## src/rtl/fetch_unit_pkg.sv

```systemverilog
// Shared definitions for the instruction-fetch stage: FSM encoding,
// reset instruction and the sequential PC step.
package fetch_unit_pkg;

    typedef enum logic [1:0] {
        ST_IDLE  = 2'd0,
        ST_ISSUE = 2'd1,
        ST_WAIT  = 2'd2,
        ST_VALID = 2'd3
    } fetch_state_e;

    // addi x0, x0, 0 -- presented before the first real fetch lands
    localparam logic [31:0] NOP_INSTR = 32'h0000_0013;

    localparam int unsigned PC_INC = 4;

    function automatic logic is_word_aligned(input logic [1:0] lsb);
        return lsb == 2'b00;
    endfunction

endpackage

```

## src/rtl/fetch_unit_next_pc.sv

```systemverilog
// Next-PC selection: sequential step or redirect target forced to a word
// boundary, plus the link value and a flag for an unaligned target.
module fetch_next_pc
    import fetch_unit_pkg::*;
#(
    parameter int PC_W = 16
) (
    input  logic [PC_W-1:0] pc_i,
    input  logic            pc_sel_i,
    input  logic [PC_W-1:0] target_i,
    output logic [PC_W-1:0] next_pc_o,
    output logic [PC_W-1:0] pc_plus4_o,
    output logic            misaligned_o
);

    localparam logic [PC_W-1:0] STEP = PC_W'(PC_INC);

    assign pc_plus4_o   = pc_i + STEP;
    // Unaligned redirects still fetch, just from the word containing the target
    assign next_pc_o    = pc_sel_i ? {target_i[PC_W-1:2], 2'b00} : pc_plus4_o;
    assign misaligned_o = pc_sel_i && !is_word_aligned(target_i[1:0]);

endmodule

```

## src/rtl/fetch_unit.sv

```systemverilog
// Instruction-fetch stage: byte PC, one outstanding request to instruction
// memory, valid/stall handoff to decode, redirect handling and instret.
module fetch_unit
    import fetch_unit_pkg::*;
#(
    parameter int              PC_W     = 16,
    parameter int              XLEN     = 32,
    parameter logic [PC_W-1:0] RESET_PC = '0
) (
    input  logic            sysCLK,
    input  logic            nRST,
    output logic            imemReq,
    output logic [PC_W-1:0] imemAddr,
    input  logic            imemAck,
    input  logic [XLEN-1:0] imemData,
    output logic [XLEN-1:0] instr32,
    output logic [PC_W-1:0] PC,
    output logic [PC_W-1:0] PCNext,
    output logic            instValid,
    input  logic            stall,
    input  logic            PCSel,
    input  logic [XLEN-1:0] aluOut,
    output logic            misalignErr,
    output logic [XLEN-1:0] instret
);

    if (PC_W < 3) begin : g_bad_pc_w
        $error("fetch_unit: PC_W must be at least 3");
    end
    if (RESET_PC[1:0] != 2'b00) begin : g_bad_reset_pc
        $error("fetch_unit: RESET_PC must be word aligned");
    end

    fetch_state_e    state_q;
    logic [PC_W-1:0] pc_q;
    logic [XLEN-1:0] instr_q;
    logic            valid_q;
    logic            misalign_q;
    logic [XLEN-1:0] instret_q;

    logic [PC_W-1:0] pc_d;
    logic [PC_W-1:0] pc_plus4;
    logic            target_misaligned;
    logic            consume;

    fetch_next_pc #(
        .PC_W (PC_W)
    ) u_next_pc (
        .pc_i         (pc_q),
        .pc_sel_i     (PCSel),
        .target_i     (aluOut[PC_W-1:0]),
        .next_pc_o    (pc_d),
        .pc_plus4_o   (pc_plus4),
        .misaligned_o (target_misaligned)
    );

    if (XLEN > PC_W) begin : g_alu_hi
        logic unused_alu_hi;
        assign unused_alu_hi = ^aluOut[XLEN-1:PC_W];
    end

    assign consume = (state_q == ST_VALID) && !stall;

    // The follow-on request leaves in the consume cycle itself so a one-cycle
    // memory sustains one instruction every two cycles.
    assign imemReq  = (state_q == ST_ISSUE) || consume;
    assign imemAddr = consume ? pc_d : pc_q;

    always_ff @(posedge sysCLK or negedge nRST) begin
        if (!nRST) begin
            state_q    <= ST_IDLE;
            pc_q       <= RESET_PC;
            instr_q    <= XLEN'(NOP_INSTR);
            valid_q    <= 1'b0;
            misalign_q <= 1'b0;
            instret_q  <= '0;
        end else begin
            misalign_q <= 1'b0;
            case (state_q)
                ST_IDLE: begin
                    state_q <= ST_ISSUE;
                end
                ST_ISSUE: begin
                    state_q <= ST_WAIT;
                end
                ST_WAIT: begin
                    if (imemAck) begin
                        instr_q <= imemData;
                        valid_q <= 1'b1;
                        state_q <= ST_VALID;
                    end
                end
                ST_VALID: begin
                    if (consume) begin
                        pc_q       <= pc_d;
                        valid_q    <= 1'b0;
                        misalign_q <= target_misaligned;
                        instret_q  <= instret_q + XLEN'(1);
                        state_q    <= ST_WAIT;
                    end
                end
                default: begin
                    state_q <= ST_IDLE;
                end
            endcase
        end
    end

    assign instr32     = instr_q;
    assign PC          = pc_q;
    assign PCNext      = pc_plus4;
    assign instValid   = valid_q;
    assign misalignErr = misalign_q;
    assign instret     = instret_q;

endmodule
```

## config.mk

```make
export PLATFORM = sky130hd
export DESIGN_NAME = fetch_unit
export DESIGN_NICKNAME = d
export VERILOG_FILES = /design/src/rtl/fetch_unit_pkg.sv /design/src/rtl/fetch_unit_next_pc.sv /design/src/rtl/fetch_unit.sv
export SDC_FILE = /design/constraint.sdc
export NUM_CORES = 1
export LEC_CHECK = 0
export ABC_AREA = 1
export BUFFER_PORTS_ARGS = -buffer_cell sky130_fd_sc_hd__buf_4
export CAP_MARGIN = 40
export CORE_MARGIN = 1.5
export CORE_UTILIZATION = 27
export CTS_BUF_LIST = sky130_fd_sc_hd__clkbuf_2 sky130_fd_sc_hd__clkbuf_4 sky130_fd_sc_hd__clkbuf_8
export DETAILED_ROUTE_END_ITERATION = 8
export SLEW_MARGIN = 20
export SYNTH_ARGS = -nofsm -noshare
export SYNTH_HDL_FRONTEND = slang
export SYNTH_SLANG_ARGS = --single-unit
```

## constraint.sdc

```tcl
create_clock -name sysCLK -period 3.2 [get_ports sysCLK]
set_input_delay 0 -clock sysCLK [delete_from_list [all_inputs] [get_ports sysCLK]]
set_output_delay 0 -clock sysCLK [all_outputs]
set_load 0.01 [all_outputs]
```

==> impl_metrics.env, run 1 <==
export IMPL_drc=0
export IMPL_cp_slowest_stage_delay_ns=0.42
export IMPL_die_w_um=129
export IMPL_final_common_cell="buf_4"
export IMPL_worstMarginPinSlew_ns=0.710
export IMPL_antenna_found_initial=0
export IMPL_yosys_warnings=0
export IMPL_dr_total_vias=4090
export IMPL_track_usage=0.157
export IMPL_setup_viol=0
export IMPL_die_area_um2=16700
export IMPL_wl_per_cell_um=13.2
export IMPL_crit_family="simple AND/OR/NAND/NOR gates"
export IMPL_portBuffers=167
export IMPL_hold_viol=0
export IMPL_fin_crit_ns=2.27
export IMPL_finalCritPeriodShare=0.708
export IMPL_syn_avg_cell_area_um2=8.42
export IMPL_io_pins=184
export IMPL_grt_pass1_wl_um=20400
export IMPL_layout_common_cells="buf_4 (172), nand2_1 (170), dfrtp_1 (81)"
export IMPL_final_max_slew_viol_count=0
export IMPL_gp_congestion=0.785
export IMPL_dp_slack_ns=1.19
export IMPL_critical_path_class="flip-flop to primary output"
export IMPL_min_path_cells=5
export IMPL_ys_seq_area_frac=0.488
export IMPL_holdCritPathClass="input port to flip-flop"
export IMPL_p_total_mw=3.58
export IMPL_tritoncts="done"
export IMPL_critPathMaxFanout=17
export IMPL_leakage_nw=3.19
export IMPL_cts_buffers=9
export IMPL_synth_cell_types=29
export IMPL_slowest_stage="dfrtp_1"
export IMPL_hold_slack_ns=0.0850
export IMPL_clock_skew_final_ns=0.0196
export IMPL_post_cts_buffers=0
export IMPL_fmax_ghz=0.441
export IMPL_end_kind="primary output"
export IMPL_dp_hpwl_um=9140
export IMPL_post_cts_resized=0
export IMPL_drive_above_1_share=0.315
export IMPL_antenna_cells=0
export IMPL_path_buf_inv=2
export IMPL_core_area_um2=15700
export IMPL_fin_setup_tns_ns=0
export IMPL_clock_root_buffer="clkbuf_8"
export IMPL_syn_nets=583
export IMPL_start_util=0.274
export IMPL_cp_common_cell="nand2_1"
export IMPL_wl_um=12700
export IMPL_synth_cells=512
export IMPL_first_global_vias=4100
export IMPL_ys_ff_latch=84
export IMPL_cts_sinks=84
export IMPL_drt_pass1_iterations=7
export IMPL_rsz0062_at_grt="false"
export IMPL_crit_cells=7
export IMPL_critPathArrivalTime_ns=2.27
export IMPL_cts_path_max_buffers=2
export IMPL_viasPerCell=4.26
export IMPL_maxCapViolCount=0
export IMPL_timing_final_ws_setup_ns=0.933
export IMPL_ir_worst_vdd_uv=382
export IMPL_ctsHoldBuffers=53
export IMPL_worst_r2r_path_depth=5
export IMPL_power_density_nw_per_um2=546
export IMPL_num_rows=46
export IMPL_n_fill_cell=1566
export IMPL_die_y_um=129
export IMPL_overflow=0
export IMPL_start_kind="flip-flop"
export IMPL_clk_latency_ns=0.38
export IMPL_max_slew_margin_rel=0.527
export IMPL_required_ns=3.20
export IMPL_status="completed"
export IMPL_nets=809
export IMPL_drtAntennaViolNets=0
export IMPL_htree_num_levels=3
export IMPL_crit_chain="nand2_1, nor2_4, nand2_1, inv_2, a22oi_1, o21ai_0, buf_4"
export IMPL_clk_pin_slew_worst_paths_ns=0.10
export IMPL_drtIter0Drc=179
export IMPL_mappedNetlistArea_um2=4310
export IMPL_grt_max_degree=54
export IMPL_area_growth_pct=52.0
[power by group]
group / switching, mW / internal (mW) / total, mW
Combinational: 0.629 / 0.691 / 1.32
Clock: 0.423 / 0.387 / 0.810
Sequential: 0.182 / 1.26 / 1.45
[state kept, by name (all words and copies together) (netlist names)]
signal and count:
state_q 2, PC 16, instr32 32, instret 32, instValid 1, misalignErr 1
[worst min-delay path: cells and delay by family]
family	cells	cell delay (ns)
buf+inv	2	0.26
simple gates	3	0.18
[per-layer routing]
| metal | part of all wire | vias up | global-route usage | routed length (µm) |
|---|---|---|---|---|
| met4 | 0.016 | 0 | 0.0542 | 202 |
| met2 | 0.49 | 128 | 0.265 | 6160 |
| met1 | 0.42 | 1876 | 0.183 | 5320 |
| met3 | 0.077 | 14 | 0.0603 | 979 |
| met5 | 0 | - | 0 | 0 |
| li1 | - | 2072 | - | - |
[synth_stat cells]
library cell,instances,share of area
buf_4,3,0.0052
nand3_2,1,0.0023
o21ai_0,4,0.0046
nand3_1,21,0.024
a21oi_1,3,0.0035
nand2_4,1,0.0026
nor3_2,1,0.0023
nand2_1,170,0.15
o211ai_1,4,0.0070
o22ai_1,2,0.0029
nand2_2,2,0.0029
nor3_1,5,0.0058
dfstp_2,3,0.018
nand3b_1,3,0.0052
mux2_2,32,0.084
ha_1,2,0.0058
dfrtp_1,81,0.47
buf_2,6,0.0070
inv_2,1,0.00087
nor2_2,1,0.0015
and2_1,1,0.0015
nor2_1,64,0.056
a22oi_1,10,0.017
xor2_1,17,0.035
nand4_1,9,0.013
nor2_4,4,0.010
xnor2_1,9,0.018
inv_1,51,0.044
clkbuf_1,1,0.00087
[final timing paths]
| kind | startpoint | end | slack [ns] |
|---|---|---|---|
| max in group asynchronous | nRST | instr32[0] | 2.19 |
| max | state_q[1] | imemAddr[7] | 0.93 |
| min in group asynchronous | nRST | PC[11] | 0.22 |
| max reg2reg | state_q[1] | misalignErr | 1.26 |
| min reg2reg | instValid | instValid | 0.48 |
| min | PCSel | PC[10] | 0.09 |
[cells by family (layout without fill, tap and decap cells)]
logic type               Yosys count  in the layout  share of synthesized area
multiplexers                      32             32                     0.0836
adder cells (fa/ha/maj)            2              2                    0.00580
flip-flops                        84             84                      0.488
AND/OR/NAND/NOR                  283            283                      0.276
buffers and inverters             62            293                     0.0583
AO/OA/AOI/OAI                     23             23                     0.0354
XOR/XNOR                          26             26                     0.0528
[cell type report]
class	count	area [µm²]	area share
Clock buffer	10	138	0.0210
Inverter	52	195	0.0298
Sequential cell	84	2110	0.321
Clock inverter	6	70.1	0.0107
Timing Repair Buffer	225	1820	0.278
Multi-Input combinational cell	366	1950	0.298
Tap cell	216	270	0.0412
[stage by stage]
stage,utilization,area [µm²],instances
5_1_grt,0.417,6560,959
2_1_floorplan,-,4310,512
3_3_place_gp,0.370,5810,889
3_5_place_dp,0.370,5810,889
4_1_cts,0.417,6550,958
6_report,0.417,6560,959
Power figures use the tool's default switching activity.
==> run 2: changes to the inputs <==
- ABC_AREA: 1 -> 0
- clock period: 3.2 -> 2.1 ns (I/O delays scaled with it)
==> run 2 against run 1 <==
  * Global-route usage down 1.4 points
  * Flip-flop and latch count unchanged
  * Clock-buffer cell count up 2
  * Via count down 11%
  * Utilization up 0.99 points
  * Synthesized cell count down 30%
  * Routed wire length down 12%
  * Register-to-register slack worse by 0.96 ns
  * Critical endpoint is now imemAddr[10]
==> impl_metrics.env, run 2 <==
export IMPL_status="completed"
export IMPL_finalCritPeriodShare=0.949
export IMPL_first_global_vias=3671
export IMPL_end_kind="primary output"
export IMPL_start_kind="flip-flop"
export IMPL_crit_chain="ha_2, and3_2, nand3_1, a21oi_2, a2bb2oi_1, buf_4"
export IMPL_cts_path_max_buffers=2
export IMPL_wl_met1_um=4720
export IMPL_cts_sinks=84
export IMPL_fin_crit_ns=1.99
export IMPL_nets=645
export IMPL_syn_nets=428
export IMPL_post_synth_top_count_cell="dfrtp_1"
export IMPL_fin_area_um2=6210
export IMPL_worstMarginPinSlew_ns=0.491
export IMPL_synthTopCellsByCount="dfrtp_1 (81), mux2_2 (32), xnor2_1 (32), nand2_1 (26), nand4_1 (18)"
export IMPL_layout_common_cells="buf_4 (176), dfrtp_1 (79), dlygate4sd3_1 (48)"
export IMPL_synth_edf_count=0
export IMPL_area_growth_pct=53.9
export IMPL_holdCritPathClass="input port to flip-flop"
export IMPL_track_usage=0.144
export IMPL_drtIter0Drc=154
export IMPL_dp_hpwl_um=7740
export IMPL_die_area_um2=15700
export IMPL_wl_met3_um=712
export IMPL_min_path_cells=3
export IMPL_htree_num_levels=3
export IMPL_worstHoldStart="PCSel"
export IMPL_drtAntennaViolNets=0
export IMPL_setup_viol=0
export IMPL_max_slew_margin_rel=0.672
export IMPL_hold_slack_ns=0.0857
export IMPL_antenna_cells=0
export IMPL_crit_family="simple AND/OR/NAND/NOR gates"
export IMPL_wl_per_cell_um=14.5
export IMPL_clk_latency_ns=0.36
export IMPL_synth_top_cell_area_share=0.503
export IMPL_drt_pass1_iterations=4
export IMPL_clock_skew_final_ns=0.0106
export IMPL_tritoncts="done"
export IMPL_overflow=0
export IMPL_r2r_start="state_q[0]"
export IMPL_detailed_place_area_um2=5470
export IMPL_slowest_stage="dfrtp_2"
export IMPL_power_density_nw_per_um2=836
export IMPL_r2r_slack_ns=0.30
export IMPL_drive_above_1_share=0.430
export IMPL_r2r_end="misalignErr"
export IMPL_yosys_warnings=0
export IMPL_hold_viol=0
export IMPL_die_y_um=125
export IMPL_async_reset_ff_frac=1.00
export IMPL_cts_buffers=9
export IMPL_dr_wl_met2_um=5490
export IMPL_portBuffers=167
export IMPL_routed_top_layer="met4"
export IMPL_critPathArrivalTime_ns=1.99
export IMPL_ys_ff_latch=84
export IMPL_grt_pass1_wl_um=18200
export IMPL_wl_um=11100
export IMPL_clk_pin_slew_worst_paths_ns=0.09
export IMPL_leakage_nw=2.85
export IMPL_ir_worst_vdd_uv=536
export IMPL_synth_cells=357
export IMPL_io_pins=184
export IMPL_holdPathEnd="PC[2]"
export IMPL_clock_root_buffer="clkbuf_8"
export IMPL_ys_top_cells_by_area="dfrtp_1 (50%), mux2_2 (8.9%), xnor2_1 (7.0%)"
export IMPL_gp_congestion=0.743
export IMPL_die_w_um=125
export IMPL_ys_flop_type="dfrtp_1"
export IMPL_viasPerCell=4.79
export IMPL_final_max_slew_viol_count=0
export IMPL_core_area_um2=14500
export IMPL_drc=0
export IMPL_synth_top_cell_by_area="dfrtp_1"
export IMPL_critical_path_class="flip-flop to primary output"
export IMPL_dr_total_vias=3654
export IMPL_ys_seq_area_frac=0.522
export IMPL_critPathMaxFanout=5
export IMPL_mappedNetlistArea_um2=4030
export IMPL_worst_r2r_path_depth=4
export IMPL_path_buf_inv=1
export IMPL_grt_max_degree=53
export IMPL_syn_avg_cell_area_um2=11.3
export IMPL_antenna_found_initial=0
export IMPL_num_rows=44
export IMPL_maxCapViolCount=0
export IMPL_start_util=0.277
export IMPL_synth_cell_types=51
export IMPL_fmax_ghz=0.502
export IMPL_cp_slowest_stage_delay_ns=0.41
export IMPL_required_ns=2.10
export IMPL_final_common_cell="buf_4"
## run 2: changes by cell type after synthesis, sizes merged, moves of 7 or more
cell	delta
nand2	-146
nor2	-58
inv	-48
xnor2	+23
a22oi	-10
nand4	+10
o21ai	+10
and3	+9
xor2	-8
a21oi	+7
## run 2: final cells by class
type                            instances  area (µm²)
Fill cell                            1393        8330
Clock inverter                          4        25.0
Tap cell                              184         230
Clock buffer                           12         153
Inverter                                4        15.0
Multi-Input combinational cell        249        1840
Sequential cell                        84        2110
Timing Repair Buffer                  226        1830
## run 2: cells by family after synthesis
group                    count (synthesis)  synth area share
adder cells (fa/ha/maj)                  2           0.00620
multiplexers                            34            0.0943
AND/OR/NAND/NOR                        118             0.169
buffers and inverters                   24            0.0292
flip-flops                              84             0.522
XOR/XNOR                                41            0.0890
AO/OA/AOI/OAI                           54            0.0900
## run 2: per-layer routing
metal	global-route usage	up-vias
li1	-	1715
met1	0.171	1795
met2	0.245	134
met3	0.0449	10
met4	0.0508	0
met5	0	-
## run 2: metrics by stage
step,power (mW),TNS [ns],util,instances,setup WS (ns)
2_1_floorplan,3.03,0,-,357,0.510
3_3_place_gp,3.98,0,0.376,694,0.318
3_5_place_dp,4.02,0,0.376,694,0.276
4_1_cts,5.23,0,0.423,759,0.00227
5_1_grt,5.52,-0.0290,0.427,763,-0.0153
6_report,5.19,0,0.427,763,0.107
## run 2: worst max path at each step
stage / start / end / slack, ns / cells past startpoint
global route: PC[2] / imemAddr[10] / -0.02 / 6
detailed placement: PC[2] / imemAddr[14] / 0.28 / 6
floorplan: PC[2] / imemAddr[14] / 0.51 / 5
CTS: PC[2] / imemAddr[14] / 0.002 / 6
global placement: PC[2] / imemAddr[14] / 0.32 / 6
finish: PC[2] / imemAddr[10] / 0.11 / 6
## run 2: repair_timing
item                       in CTS  in global routing
gates resized for setup         4                  6
setup endpoints to repair       3                 10
hold endpoints to repair      104                  0
hold buffers                   48                  0
pin swaps                       0                  1
setup buffers                   1                  4
gates cloned                    0                  0
## run 2: where the power goes
part           switching, mW  leakage (nW)  internal (mW)  total, mW
clock network          0.590        0.0892          0.485       1.08
registers              0.325          1.04           1.92       2.24
logic                  0.816          1.72           1.05       1.87
## run 2: worst min-delay path, stage by stage
cell and delay, ns:
buf_4 0.21, nand3_1 0.12, nand2_1 0.06
